### config.mk
export PLATFORM = sky130hd
export DESIGN_NAME = rr_arbiter_param
export DESIGN_NICKNAME = d
export VERILOG_FILES = /design/src/rtl/rr_arbiter_param.sv
export SDC_FILE = /design/constraint.sdc
export NUM_CORES = 1
export LEC_CHECK = 0
export BUFFER_PORTS_ARGS = -buffer_cell sky130_fd_sc_hd__buf_4
export CORE_MARGIN = 5
export CORE_UTILIZATION = 57
export DETAILED_ROUTE_END_ITERATION = 8
export PLACE_DENSITY = 0.92
export RECOVER_POWER = 100
export REMOVE_ABC_BUFFERS = 1
export SETUP_SLACK_MARGIN = 0.3
export SYNTH_ARGS = -nofsm -noshare
export SYNTH_HDL_FRONTEND = slang
export SYNTH_SLANG_ARGS = --single-unit
### constraint.sdc
create_clock -name clk -period 7.7 [get_ports clk]
set_clock_uncertainty 0.2 [all_clocks]
set_input_delay 0.77 -clock clk [delete_from_list [all_inputs] [get_ports clk]]
set_output_delay 0.77 -clock clk [all_outputs]
set_load 0.005 [all_outputs]
### src/rtl/rr_arbiter_param.sv
// Round-robin arbiter for N requesters with a per-channel enable mask, grant locking
// until release, and a forced rotation when a holder exceeds HOLD_MAX cycles.
module rr_arbiter_param #(
    parameter int N        = 4,
    parameter int HOLD_MAX = 15,
    localparam int IDX_W   = (N > 1) ? $clog2(N) : 1
) (
    input  logic             clk,
    input  logic             rst,
    input  logic [N-1:0]     req,
    input  logic [N-1:0]     mask,
    input  logic             release_i,
    output logic [N-1:0]     gnt,
    output logic [IDX_W-1:0] gnt_idx,
    output logic             gnt_valid,
    output logic             timeout
);

    localparam int CNT_W = (HOLD_MAX > 1) ? $clog2(HOLD_MAX + 1) : 1;
    localparam logic [CNT_W-1:0] CNT_LAST = CNT_W'((HOLD_MAX > 0) ? HOLD_MAX - 1 : 0);
    localparam logic [CNT_W-1:0] CNT_SAT  = '1;

    typedef enum logic {IDLE, BUSY} state_t;

    state_t           state_q, state_d;
    logic [IDX_W-1:0] ptr_q, ptr_d;
    logic [CNT_W-1:0] hold_cnt_q, hold_cnt_d;
    logic [N-1:0]     gnt_q, gnt_d;
    logic [IDX_W-1:0] gnt_idx_q, gnt_idx_d;
    logic             gnt_valid_q, gnt_valid_d;
    logic             timeout_q, timeout_d;

    logic [N-1:0]     elig;
    logic [N-1:0]     arb_elig;
    logic             end_normal;
    logic             end_hold;
    logic             forced;
    logic             found;
    logic [IDX_W-1:0] winner;

    always_comb begin
        elig       = req & mask;
        end_normal = (state_q == BUSY) &&
                     (release_i || !req[gnt_idx_q] || !mask[gnt_idx_q]);
        end_hold   = (state_q == BUSY) && (HOLD_MAX != 0) && (hold_cnt_q == CNT_LAST);
        forced     = end_hold && !end_normal;

        // A holder rotated out by the timeout sits out exactly this one arbitration.
        arb_elig = forced ? (elig & ~gnt_q) : elig;

        found  = 1'b0;
        winner = '0;
        for (int i = 0; i < N; i++) begin
            if (!found && arb_elig[(int'(ptr_q) + i) % N]) begin
                found  = 1'b1;
                winner = IDX_W'((int'(ptr_q) + i) % N);
            end
        end

        state_d     = state_q;
        ptr_d       = ptr_q;
        hold_cnt_d  = hold_cnt_q;
        gnt_d       = gnt_q;
        gnt_idx_d   = gnt_idx_q;
        gnt_valid_d = gnt_valid_q;
        timeout_d   = forced;

        if (state_q == IDLE || end_normal || end_hold) begin
            hold_cnt_d = '0;
            if (found) begin
                state_d        = BUSY;
                gnt_d          = '0;
                gnt_d[winner]  = 1'b1;
                gnt_idx_d      = winner;
                gnt_valid_d    = 1'b1;
                ptr_d          = (int'(winner) == N - 1) ? '0 : winner + 1'b1;
            end else begin
                state_d     = IDLE;
                gnt_d       = '0;
                gnt_idx_d   = '0;
                gnt_valid_d = 1'b0;
            end
        end else if (hold_cnt_q != CNT_SAT) begin
            hold_cnt_d = hold_cnt_q + 1'b1;
        end
    end

    always_ff @(posedge clk or negedge rst) begin
        if (!rst) begin
            state_q     <= IDLE;
            ptr_q       <= '0;
            hold_cnt_q  <= '0;
            gnt_q       <= '0;
            gnt_idx_q   <= '0;
            gnt_valid_q <= 1'b0;
            timeout_q   <= 1'b0;
        end else begin
            state_q     <= state_d;
            ptr_q       <= ptr_d;
            hold_cnt_q  <= hold_cnt_d;
            gnt_q       <= gnt_d;
            gnt_idx_q   <= gnt_idx_d;
            gnt_valid_q <= gnt_valid_d;
            timeout_q   <= timeout_d;
        end
    end

    assign gnt       = gnt_q;
    assign gnt_idx   = gnt_idx_q;
    assign gnt_valid = gnt_valid_q;
    assign timeout   = timeout_q;

endmodule

==> flow_summary.yaml <==
logic_synthesis:
  synthesis.area_um2: 963
  avgSynthCellArea_um2: 9.26
  syn_inst: 104
  synth_seq_area_share_pct: 36.4
  ys_seq_elements: 14
  yosys_most_used_dff: "dfrtp_1"
  async_flop_share_pct: 100
  synth_warnings: 0
  synth_edf_count: 0
  synth.distinct_cells: 38
placed_design:
  place.gp.congestion: 0.835
  hpwl_um: 1640
  io_buffers: 18
  dp_slack_ns: 4.64
pwr:
  p_comb_share_pct: 29.2
  p_leak_nw: 0.507
  total_power_uw: 218
  powerDensity_nw_per_um2: 203
  ir_drop_mv: 0.138
  pwr-share-clk_pct: 25.5
  p_switching_uw: 75.4
  seq_power_share_pct: 45.3
  swShare_pct: 34.6
  internal_power_uw: 142
setup_path:
  crit_required_ns: 7.68
  critical-path-slowest-cell: "nor4_1"
  worst-path-stages: 8
  r2r-end: "ptr_q[1]"
  reg2reg_from: "hold_cnt_q[0]"
  crit_type: "flop to flop"
  rrSetupSlack_ns: 4.72
  path_cells: "inv_1, ha_1, and3_1, and3_1, a21oi_1, nor4_1, nor2_2, mux2_1"
  critPathLaunchType: "flop"
  worst_setup_path_end_kind: "flop"
  crit_arrival_ns: 2.96
  critPathBufInv: 1
  r2r_cells: 8
  startpoint: "hold_cnt_q[0]"
  crit_top_cell: "and3_1"
  cp_slowest_stage_delay_ns: 0.84
  cp-endpoint: "ptr_q[1]"
  crit_family: "simple AND/OR/NAND/NOR gates"
  path_max_fanout: 7
status:
  status: "finished clean"
timing:
  period_minus_slack_ns: 2.98
  fin_tns_setup_ns: 0
  finalHoldViolations: 0
  fmax_mhz: 336
  setup-violations-final: 0
  rsz0062_at_grt: "no"
  relSlewSlack_pct: 38.1
  fin_ws_ns: 4.72
  hold_ws_ns: 0.317
  min_period_over_period_pct: 38.7
  worstMarginPinSlew_ns: 0.919
  slew_viol_final: 0
floorplan:
  start_util_pct: 61.8
  die_width_um: 51.1
  die-height_um: 51.1
  rows: 14
  die-area_um2: 2610
  fp.coreArea_um2: 1560
  io_pins: 19
layout:
  final_cell_mix: "nand2_1 (19), dfrtp_1 (14), clkbuf_4 (11)"
  final_common_cell: "nand2_1"
  layout.nets: 140
  utilization_pct: 68.8
  area_growth_pct: 11.3
  drive_above_1_share_pct: 23.0
  antenna_cells: 0
routing:
  vias: 927
  route.detailed.wl_per_inst_um: 16.3
  firstDrtPassIters: 4
  drt_iter0_markers: 38
  vias_per_cell: 6.72
  antenna_left: 0
  wl_um: 2250
  drc: 0
grt:
  grt_max_degree: 15
  overflow: 0
  grt_pass1_vias: 837
  gr-usage-all-layers_pct: 18.6
  antenna_found_initial: 0
  grt_pass1_wl_um: 3620
cts:
  cts_max_path_buffers: 2
  cts_hold_buf: 0
  clk_pin_slew_ns: 0.09
  clock_sink_count: 14
  post_cts_buffers: 0
  htreeDepth: 1
  cts-root-buf: "clkbuf_4"
  cts_buffers: 3
  clkLatencyLatePin_ns: 0.29
  post_cts_resized: 0
  cts_tree: "done"
worst_hold_path:
  hold_path.class: "primary input to async pin"
job:
  drv_cap: 0
-- power groups by stage --
stage | Clock (mW) | Sequential [mW] | Combinational, mW
3_3_place_gp | 0 | 0.0990 | 0.0654
6_report | 0.0554 | 0.0986 | 0.0636
3_5_place_dp | 0 | 0.100 | 0.0676
5_1_grt | 0.0601 | 0.101 | 0.0710
4_1_cts | 0.0552 | 0.0987 | 0.0682
2_1_floorplan | 0 | 0.0968 | 0.0428
-- worst min path at each step --
stage / start / end / slack (ns) / depth (start not counted)
floorplan: rst / gnt[0] / 0.27 / 0
global placement: gnt[2] / gnt[2] / 0.30 / 2
detailed placement: gnt[2] / gnt[2] / 0.33 / 2
CTS: rst / gnt[3] / 0.11 / 1
global route: rst / hold_cnt_q[3] / 0.38 / 1
finish: rst / gnt[0] / 0.32 / 1
-- per-layer routing --
| layer | track usage, % | vias to the layer above | wire [um] |
|---|---|---|---|
| li1 | - | 415 | - |
| met1 | 21.9 | 435 | 959 |
| met2 | 29.4 | 66 | 985 |
| met3 | 4.36 | 11 | 235 |
| met4 | 13.5 | 0 | 73 |
| met5 | 0 | - | 0 |
-- layout make-up --
cell class,count,area [um^2]
flip-flops and latches,14,350
well taps,16,20.0
repair buffers,18,128
multi-input cells,83,527
clock buffers,4,36.3
inverters,3,11.3
fillers,122,487
-- worst reg2reg max path, delay by kind of cell, from the launching register on --
| family | cells | cell delay, ns |
|---|---|---|
| AO/OA/AOI/OAI | 1 | 0.16 |
| adder cells (fa/ha/maj) | 1 | 0.15 |
| buffers and inverters | 1 | 0.08 |
| flip-flops | 1 | 0.44 |
| multiplexers | 1 | 0.35 |
| AND/OR/NAND/NOR | 4 | 1.48 |
-- cell usage after synthesis (2+ instances only) --
cell type  number  area [um^2]
a211oi_1        4         30.0
a21oi_1         5         25.0
a41o_2          2         22.5
a41oi_1         2         17.5
and3_1          2         12.5
and3_2          3         22.5
buf_6           2         22.5
dfrtp_1        14          350
ha_1            6         75.1
inv_1           3         11.3
nand2_1        19         71.3
nand3_1         6         30.0
nand4b_1        2         17.5
nor2_1          5         18.8
nor3_1          2         10.0
o21ai_0         5         25.0
-- state kept, by name (all words and copies together) (netlist names) --
signal	flops
gnt_idx	2
gnt	4
hold_cnt_q	4
timeout	1
ptr_q	2
state_q	1
-- metrics by stage --
step	std cells	cell area (um^2)
CTS	138	1110
finish	138	1070
global route	138	1070
floorplan	100	922
detailed placement	134	1080
global placement	134	1080
-- cells by family (layout without fill, tap and decap cells) --
family,Yosys count,after routing,synth area share (%)
xor+xnor,1,1,0.909
flops,14,14,36.4
simple gates,49,49,29.1
mux,1,1,1.56
fa+ha+maj,6,6,7.79
buf+inv,7,25,5.45
compound gates,26,26,18.8
(Power assumes the default switching activity.)
